File: config.mk
export PLATFORM = sky130hd
export DESIGN_NAME = mult_div_unit_flat
export DESIGN_NICKNAME = d
export VERILOG_FILES = /design/src/rtl/mult_div_if.sv /design/src/rtl/mult_div_unit.sv /design/src/flat_wrapper.sv
export SDC_FILE = /design/constraint.sdc
export NUM_CORES = 1
export LEC_CHECK = 0
export ABC_AREA = 0
export BUFFER_PORTS_ARGS = -buffer_cell sky130_fd_sc_hd__buf_2
export CAP_MARGIN = 20
export CORE_MARGIN = 1.5
export CORE_UTILIZATION = 55
export CTS_CLUSTER_DIAMETER = 200
export CTS_CLUSTER_SIZE = 14
export DETAILED_ROUTE_END_ITERATION = 8
export GPL_TIMING_DRIVEN = 0
export PLACE_DENSITY = 0.78
export SKIP_LAST_GASP = 1
export SYNTH_ARGS = -nofsm -noshare
export SYNTH_HDL_FRONTEND = slang
export SYNTH_SLANG_ARGS = --single-unit
File: constraint.sdc
create_clock -name clk -period 3.5 [get_ports clk]
set_input_delay 0.35 -clock clk [delete_from_list [all_inputs] [get_ports clk]]
set_output_delay 0.35 -clock clk [all_outputs]
set_load 0.02 [all_outputs]
File: src/rtl/mult_div_if.sv
// Request/response bundle between the execute-stage control and the HI/LO multiply/divide unit.
// start is accepted only on a rising edge where busy=0; done pulses for one cycle once hi/lo hold the new result.
interface mult_div_if #(
    parameter int WIDTH = 32
);
    logic             start;
    logic [2:0]       op;
    logic [WIDTH-1:0] a;
    logic [WIDTH-1:0] b;
    logic             busy;
    logic             done;
    logic [WIDTH-1:0] hi;
    logic [WIDTH-1:0] lo;
    logic [1:0]       dbg_state;

    modport master (
        output start, op, a, b,
        input  busy, done, hi, lo, dbg_state
    );

    modport slave (
        input  start, op, a, b,
        output busy, done, hi, lo, dbg_state
    );
endinterface

File: src/rtl/mult_div_unit.sv
// Iterative shift-add multiplier / restoring divider holding the architectural HI/LO registers.
// Signed operations run on magnitudes; the sign is applied in a single fix-up cycle.
module mult_div_unit #(
    parameter  int WIDTH = 32,
    localparam int CNT_W = $clog2(WIDTH + 1)
) (
    input  logic      clk,
    input  logic      rst_n,
    mult_div_if.slave bus
);

    typedef enum logic [1:0] {
        S_IDLE = 2'd0,
        S_CALC = 2'd1,
        S_FIX  = 2'd2
    } state_t;

    state_t             r_state;
    logic [CNT_W-1:0]   r_cnt;
    logic               r_div;
    logic               r_neg_q;
    logic               r_neg_r;
    logic               r_bz;
    logic [WIDTH-1:0]   r_b;
    logic [WIDTH-1:0]   r_acc;
    logic [WIDTH-1:0]   r_q;
    logic [WIDTH-1:0]   r_hi;
    logic [WIDTH-1:0]   r_lo;
    logic               r_busy;
    logic               r_done;

    logic               w_sgn;
    logic [WIDTH-1:0]   w_a_mag;
    logic [WIDTH-1:0]   w_b_mag;
    logic [WIDTH:0]     w_madd;
    logic [WIDTH:0]     w_shift;
    logic [WIDTH:0]     w_diff;
    logic               w_ge;
    logic [WIDTH-1:0]   w_acc_nx;
    logic [WIDTH-1:0]   w_q_nx;
    logic [2*WIDTH-1:0] w_prod;
    logic [WIDTH-1:0]   w_quo;
    logic [WIDTH-1:0]   w_rem;

    always_comb begin
        w_sgn   = bus.op[0];
        w_a_mag = (w_sgn && bus.a[WIDTH-1]) ? -bus.a : bus.a;
        w_b_mag = (w_sgn && bus.b[WIDTH-1]) ? -bus.b : bus.b;

        // r_acc/r_q are shared: product high/low half for multiply, remainder/quotient for divide.
        w_madd  = {1'b0, r_acc} + (r_q[0] ? {1'b0, r_b} : {(WIDTH+1){1'b0}});
        w_shift = {r_acc, r_q[WIDTH-1]};
        w_diff  = w_shift - {1'b0, r_b};
        w_ge    = (w_shift >= {1'b0, r_b});

        if (r_div) begin
            w_acc_nx = w_ge ? w_diff[WIDTH-1:0] : w_shift[WIDTH-1:0];
            w_q_nx   = {r_q[WIDTH-2:0], w_ge};
        end else begin
            w_acc_nx = w_madd[WIDTH:1];
            w_q_nx   = {w_madd[0], r_q[WIDTH-1:1]};
        end

        w_prod = r_neg_q ? -{r_acc, r_q} : {r_acc, r_q};
        w_quo  = r_bz ? {WIDTH{1'b1}} : (r_neg_q ? -r_q : r_q);
        w_rem  = r_neg_r ? -r_acc : r_acc;
    end

    always_ff @(posedge clk or negedge rst_n) begin
        if (!rst_n) begin
            r_state <= S_IDLE;
            r_cnt   <= '0;
            r_div   <= 1'b0;
            r_neg_q <= 1'b0;
            r_neg_r <= 1'b0;
            r_bz    <= 1'b0;
            r_b     <= '0;
            r_acc   <= '0;
            r_q     <= '0;
            r_hi    <= '0;
            r_lo    <= '0;
            r_busy  <= 1'b0;
            r_done  <= 1'b0;
        end else begin
            r_done <= 1'b0;
            case (r_state)
                S_IDLE: begin
                    if (bus.start) begin
                        if (!bus.op[2]) begin
                            r_state <= S_CALC;
                            r_busy  <= 1'b1;
                            r_cnt   <= '0;
                            r_div   <= bus.op[1];
                            r_b     <= w_b_mag;
                            r_q     <= w_a_mag;
                            r_acc   <= '0;
                            r_neg_q <= w_sgn & (bus.a[WIDTH-1] ^ bus.b[WIDTH-1]);
                            r_neg_r <= w_sgn & bus.a[WIDTH-1];
                            r_bz    <= (bus.b == '0);
                        end else if (!bus.op[1]) begin
                            if (bus.op[0]) r_lo <= bus.a;
                            else           r_hi <= bus.a;
                            r_done <= 1'b1;
                        end
                    end
                end
                S_CALC: begin
                    r_acc <= w_acc_nx;
                    r_q   <= w_q_nx;
                    r_cnt <= r_cnt + CNT_W'(1);
                    if (r_cnt == CNT_W'(WIDTH - 1)) r_state <= S_FIX;
                end
                S_FIX: begin
                    if (r_div) begin
                        r_hi <= w_rem;
                        r_lo <= w_quo;
                    end else begin
                        r_hi <= w_prod[2*WIDTH-1:WIDTH];
                        r_lo <= w_prod[WIDTH-1:0];
                    end
                    r_busy  <= 1'b0;
                    r_done  <= 1'b1;
                    r_state <= S_IDLE;
                end
                default: r_state <= S_IDLE;
            endcase
        end
    end

    assign bus.busy      = r_busy;
    assign bus.done      = r_done;
    assign bus.hi        = r_hi;
    assign bus.lo        = r_lo;
    assign bus.dbg_state = r_state;

endmodule

File: src/flat_wrapper.sv
// flat-port wrapper written by rule: the top's interface ports become plain ports
module mult_div_unit_flat 
#(
    parameter  int WIDTH = 32,
    localparam int CNT_W = $clog2(WIDTH + 1)
)
  (clk, rst_n, bus_start, bus_op, bus_a, bus_b, bus_busy, bus_done, bus_hi, bus_lo, bus_dbg_state);
  mult_div_if #(.WIDTH(WIDTH)) bus_i ();
  input  logic clk;
  input  logic rst_n;
  input wire logic [$bits(bus_i.start)-1:0] bus_start;
  input wire logic [$bits(bus_i.op)-1:0] bus_op;
  input wire logic [$bits(bus_i.a)-1:0] bus_a;
  input wire logic [$bits(bus_i.b)-1:0] bus_b;
  output wire logic [$bits(bus_i.busy)-1:0] bus_busy;
  output wire logic [$bits(bus_i.done)-1:0] bus_done;
  output wire logic [$bits(bus_i.hi)-1:0] bus_hi;
  output wire logic [$bits(bus_i.lo)-1:0] bus_lo;
  output wire logic [$bits(bus_i.dbg_state)-1:0] bus_dbg_state;
  assign bus_i.start = bus_start;
  assign bus_i.op = bus_op;
  assign bus_i.a = bus_a;
  assign bus_i.b = bus_b;
  assign bus_busy = bus_i.busy;
  assign bus_done = bus_i.done;
  assign bus_hi = bus_i.hi;
  assign bus_lo = bus_i.lo;
  assign bus_dbg_state = bus_i.dbg_state;
  mult_div_unit #(.WIDTH(WIDTH)) u_core (.clk(clk), .rst_n(rst_n), .bus(bus_i));
endmodule
# ---- Yosys cells after proc, flatten, opt, wreduce, memory -nomap -nowiden
# Cells that the tools add are included.
dict set report totals {
  ff_bits 174
  word_cells 90
  inputBits 70
}
dict set report classes {
  addsub 8
  n_bitwise 4
  eq_ne 10
  n_mux 42
  n_lt_le_gt_ge 1
  n_reduce_logical 12
}
# cell count
set op_table {}
lappend op_table {{two-way mux 32 bit} 23}
lappend op_table {{one-hot mux 32 bit (2 select lines)} 4}
lappend op_table {{negation 32 bit} 4}
lappend op_table {{two-way mux 64 bit} 1}
lappend op_table {{negation 64 bit} 1}
lappend op_table {{adder 32 x 32 -> 33 bit} 1}
lappend op_table {{greater-or-equal comparator 33 x 32 -> 1 bit} 1}
lappend op_table {{logical NOT 32 bit} 1}
lappend op_table {{subtractor 32 bit} 1}
lappend op_table {{two-way mux 6 bit} 2}
lappend op_table {{!= test 2 bit (second input constant)} 6}
lappend op_table {{one-hot mux 6 bit (2 select lines)} 1}
lappend op_table {{AND reduction 3 bit} 4}
lappend op_table {{AND reduction 5 bit} 2}
lappend op_table {{adder 6 x 1 -> 6 bit (second input constant)} 1}
lappend op_table {{equality test 6 x 5 -> 1 bit (second input constant)} 1}
lappend op_table {{two-way mux 2 bit} 3}
lappend op_table {{two-way mux 1 bit} 5}
lappend op_table {{one-hot mux 1 bit (2 select lines)} 2}
lappend op_table {{one-hot mux 2 bit (2 select lines)} 1}
lappend op_table {{nonzero test 2 bit} 2}
lappend op_table {{bitwise AND 1 bit} 2}
lappend op_table {{equality test 2 x 1 -> 1 bit (second input constant)} 1}
lappend op_table {{equality test 2 bit (second input constant)} 1}
lappend op_table {{5 further kinds} 6}

# ---- Depth between registers and ports, before layout
dict set report logic_depth {
  depth_word 5
  mapped_depth 14
  depth_no_buf 13
}

# ---- Worst setup path before layout
# Ideal clock, no wire load.
dict set report synth_path {
  kind {reg-to-reg}
  startpoint {reg u_core.r_q[0]}
  endpoint {reg u_core.r_acc[25]}
  n_path_buf 2
  required_ns 3.376
  t_arrival_ns 3.227
  setup_time_ns 0.124
  slack_ns 0.149
  path_stages_with_launch 15
  period_less_slack_ns 3.351
  cell_sequence {dfrtp_1 -> clkbuf_1 -> inv_1 -> clkbuf_1 -> nor2_1 -> ha_1 -> a21o_1 -> a221o_1 -> a21o_1 -> o211ai_1 -> o21ai_1 -> or3_1 -> a41oi_1 -> nor3b_1 -> a211o_1}
}
dict set report synth_between {
  elab_chain_cells 4
}
# item line
set synth_lines {}
lappend synth_lines {{from (decl)} mult_div_unit.sv:26} ;# logic [WIDTH-1:0] r_q;
lappend synth_lines {{from (signal assigned)} mult_div_unit.sv:95} ;# r_q <= w_a_mag;
lappend synth_lines {{from (signal assigned)} mult_div_unit.sv:109} ;# r_q <= w_q_nx;
lappend synth_lines {{two-way mux 32 bit} mult_div_unit.sv:51} ;# w_madd = {1'b0, r_acc} + (r_q[0] ? {1'b0, r_b} : {(WIDTH+1){1'b0}});
lappend synth_lines {{adder 32 x 32 -> 33 bit} mult_div_unit.sv:51}
lappend synth_lines {{two-way mux 32 bit} mult_div_unit.sv:56} ;# if (r_div) begin
lappend synth_lines {{one-hot mux 32 bit (2 select lines)} mult_div_unit.sv:86} ;# case (r_state)
lappend synth_lines {{to (signal assigned)} mult_div_unit.sv:108} ;# r_acc <= w_acc_nx;
lappend synth_lines {{to (decl)} mult_div_unit.sv:25} ;# logic [WIDTH-1:0] r_acc;
# No other way between the ends.
# A chain may end at the register's enable or synchronous reset.

# ---- Final worst setup path
dict set report layout_path {
  startpoint {reg u_core.r_q[0]}
  endpoint {reg u_core.r_acc[23]}
}
# The elaborated chain is that of the path after synthesis.

==> metrics.cfg <==
[run_status]
outcome = finished clean

[worst_setup_path]
crit_fanout = 10
cp_slowest_cell = dfrtp_2
rrSetupSlack_ps = 80
start_kind = flip-flop
endpoint_kind = flip-flop
critical_path_class = reg2reg
path_cells = inv_4 > buf_8 > nor2_1 > ha_1 > and3_4 > a221o_1 > a21o_1 > o211ai_1 > buf_4 > o21ai_2 > or3_4 > a21o_1 > a32oi_1 > o21ai_0
cp_common_cell = a21o_1
critPathArrivalTime_ps = 3710
reg2regPathDepth = 14
slowest_delay_ps = 430
reg2reg_from = u_core.r_q[0]
reg2reg_to = u_core.r_acc[23]
required_ps = 3790

[clock_network]
path_clk_slew_ps = 70
h-tree-depth = 4
clkLatencyLatePin_ps = 450
numClockSinks = 174
clockBufferDepth = 2
cts_buffers = 17
cts_tree = built
root_buffer = clkbuf_16

[global_route]
grt_max_degree = 109
grt_pass1_vias = 14200
overflow = 0
grt_usage_pct = 39.5
grt_pass1_wl_um = 81000
antenna_found_initial = 1

[sta]
fin_crit_ps = 3420
setup_violations = 0
worstMarginPinSlew_ps = 1140
max_freq_mhz = 293
min_period_over_period_pct = 97.7
rsz0062_at_grt = true
holdWs_ps = 199
hold_viol_final = 0
maxSlewHeadroom_pct = 23.7
clock_skew_ps = 18.6
slew_violations = 0

[yosys]
yosys_most_used_dff = dfrtp_1
syn_area_mm2 = 0.0145
async_flop_share_pct = 100
synth_xor_area_share_pct = 10.2
ys_seq_elements = 174
synth_warnings = 0
synth_fp_nets = 1968
syn-instance-count = 1827
synth_compound_area_share_pct = 26.1
synth_top_family_by_area = compound AO/OA/AOI/OAI gates
synth-edff-count = 0
synthAdderAreaFrac_pct = 6.24
synth_cell_types = 76
synthSimpleGateAreaFrac_pct = 19.7
seq_area_frac_synth_pct = 30.1
syn_area_per_cell_um2 = 7.92
synth_mux_area_share_pct = 3.28

[detailed_routing]
viasPerCell = 6.58
drt_iter0_drc = 2005
firstDrtPassIters = 9
ant_nets = 0
top_layer = met4
route.met2.wl_um = 24300
vias = 15400
wl_met3_um = 4900
wirelength_um = 53700
met1_length_um = 21100
drc = 0
wl_per_cell_um = 23.0

[pwr]
p_clk_share_pct = 10.3
power_uw = 19400
power.leakage_uw = 0.00724
ir_drop_uv = 501
switching_share_pct = 52.3
internal_power_uw = 9260
combPwrFrac_pct = 67.8
power_switching_uw = 10100
power_frac_seq_pct = 21.9
powerDensity_mw_per_mm2 = 1180

[hold_path]
hold_path.class = in2reg
min_to = u_core.r_b[1]
hold_depth = 3
hold_start = bus_b[1]

[placed_design]
dpl.cell_count = 2297
io_buffers = 134
dpl.hpwl_um = 41400
gp_congestion = 1.01

[final_layout]
mostFrequentLayoutCells = nand2_1 (203), dfrtp_1 (168), o21ai_0 (162)
diodes = 0
layout_commonest_cell = nand2_1
syn_to_final_growth_pct = 14.1
nets = 2130
drive_gt1_share_pct = 12.2
fin_util_pct = 63.7
num-fill-cells = 2298
layout.cells.non_filler = 2337

[floorplanning]
pin_count = 138
core_area_mm2 = 0.0259
initial_core_util_pct = 55.9
rows = 59
die_h_um = 165
die-area_mm2 = 0.0273
die_w_um = 165

[run]
maxCapViolCount = 0

==> critical path, delay by kind of cell (launching register included) <==
kind                       cells  cell delay (ps)
AOI/OAI and AO/OA              7             1390
and+or+nand+nor                3              640
buffers and inverters          3              460
DFF                            1              430
adders and majority gates      1              330
==> area by class of cell <==
cell class	count	area [um^2]	share of cell area, %
inverter	58	220	1.33
sequential	174	4360	26.4
clock buffer	19	433	2.62
clock inverter	13	153	0.925
multi-input combinational	1482	9680	58.6
timing repair buffer	147	801	4.85
tap	335	419	2.54
buffer	109	442	2.68
==> cell families after synthesis <==
logic type / Yosys count
AOI/OAI and AO/OA: 601
xor gates and xnor gates: 168
adders and majority gates: 71
buffers and inverters: 171
DFF: 174
muxes: 47
and+or+nand+nor: 595
==> worst max path at each step <==
stage,start,to,slack (ps),cells after the start
6_report,u_core.r_q[0],u_core.r_acc[23],80,14
5_1_grt,u_core.r_q[0],u_core.r_acc[30],-10,13
4_1_cts,u_core.r_b[1],u_core.r_acc[29],3,12
3_5_place_dp,u_core.r_q[0],u_core.r_acc[30],-1270,14
3_3_place_gp,u_core.r_q[0],u_core.r_acc[30],-1270,14
2_1_floorplan,u_core.r_q[0],u_core.r_acc[25],150,14
==> stage by stage <==
stage               worst slack, ps  cell area (um^2)  setup TNS, ps
detailed placement            -1270             15600         -38730
finish                         81.5             16500              0
CTS                            2.82             16400              0
global route                  -9.87             16500          -14.9
global placement              -1270             15600        -180500
floorplan                       149             14500              0
==> flip-flops by register name (all words and copies together), names as in the netlist, 2 cells and up <==
signal                cells
u_core.bus.lo            32
u_core.bus.dbg_state      2
u_core.r_acc             32
u_core.r_b               32
u_core.bus.hi            32
u_core.r_q               32
u_core.r_cnt              6
==> synth_stat cells (9+ instances only) <==
master | count | share of area (%)
nand2_1 | 203 | 5.3
or3_1 | 19 | 0.82
o21ai_1 | 15 | 0.52
nor2_1 | 161 | 4.2
nand3_1 | 30 | 1.0
o41ai_1 | 14 | 0.85
or2_2 | 9 | 0.39
o211ai_1 | 32 | 1.7
nand4_1 | 13 | 0.56
nor2b_1 | 20 | 0.86
xor2_1 | 88 | 5.3
and3_1 | 16 | 0.69
nor4_1 | 18 | 0.78
a31oi_1 | 26 | 1.1
a32oi_1 | 20 | 1.2
dfrtp_1 | 174 | 30
nand2b_1 | 16 | 0.69
mux2i_1 | 44 | 3.0
inv_1 | 57 | 1.5
o22ai_1 | 13 | 0.56
a21o_1 | 59 | 3.1
a21oi_1 | 146 | 5.0
o21a_1 | 10 | 0.52
a211oi_1 | 15 | 0.78
o21ai_0 | 164 | 5.7
o31ai_1 | 14 | 0.73
clkbuf_1 | 98 | 2.5
ha_1 | 69 | 6.0
and2_1 | 9 | 0.39
xnor2_1 | 80 | 4.8
a22oi_1 | 19 | 0.99
or4_1 | 15 | 0.78
nor3_1 | 37 | 1.3
==> timing repair <==
| action | in CTS | in global routing |
|---|---|---|
| hold buffers | 1 | 0 |
| hold endpoints to repair | 66 | 0 |
| endpoints found under the setup margin | 54 | 33 |
| pin swaps | 4 | 1 |
| setup buffers | 8 | 3 |
| gates resized for setup | 28 | 29 |
==> power by group through the flow <==
| stage | sequential (uW) | combinational (uW) | clock [uW] |
|---|---|---|---|
| finish | 4250 | 13200 | 2000 |
| floorplan | 4230 | 8670 | 0 |
| detailed placement | 4200 | 12300 | 0 |
| global placement | 4160 | 12100 | 0 |
| CTS | 4170 | 12600 | 1990 |
| global route | 4330 | 14300 | 2070 |
==> metal layers <==
metal,vias to the layer above,track usage [%]
met3,213,4.80
met2,963,64.1
li1,6960,-
met5,-,0
met1,7237,50.5
met4,0,23.5
(Power assumes the default switching activity.)
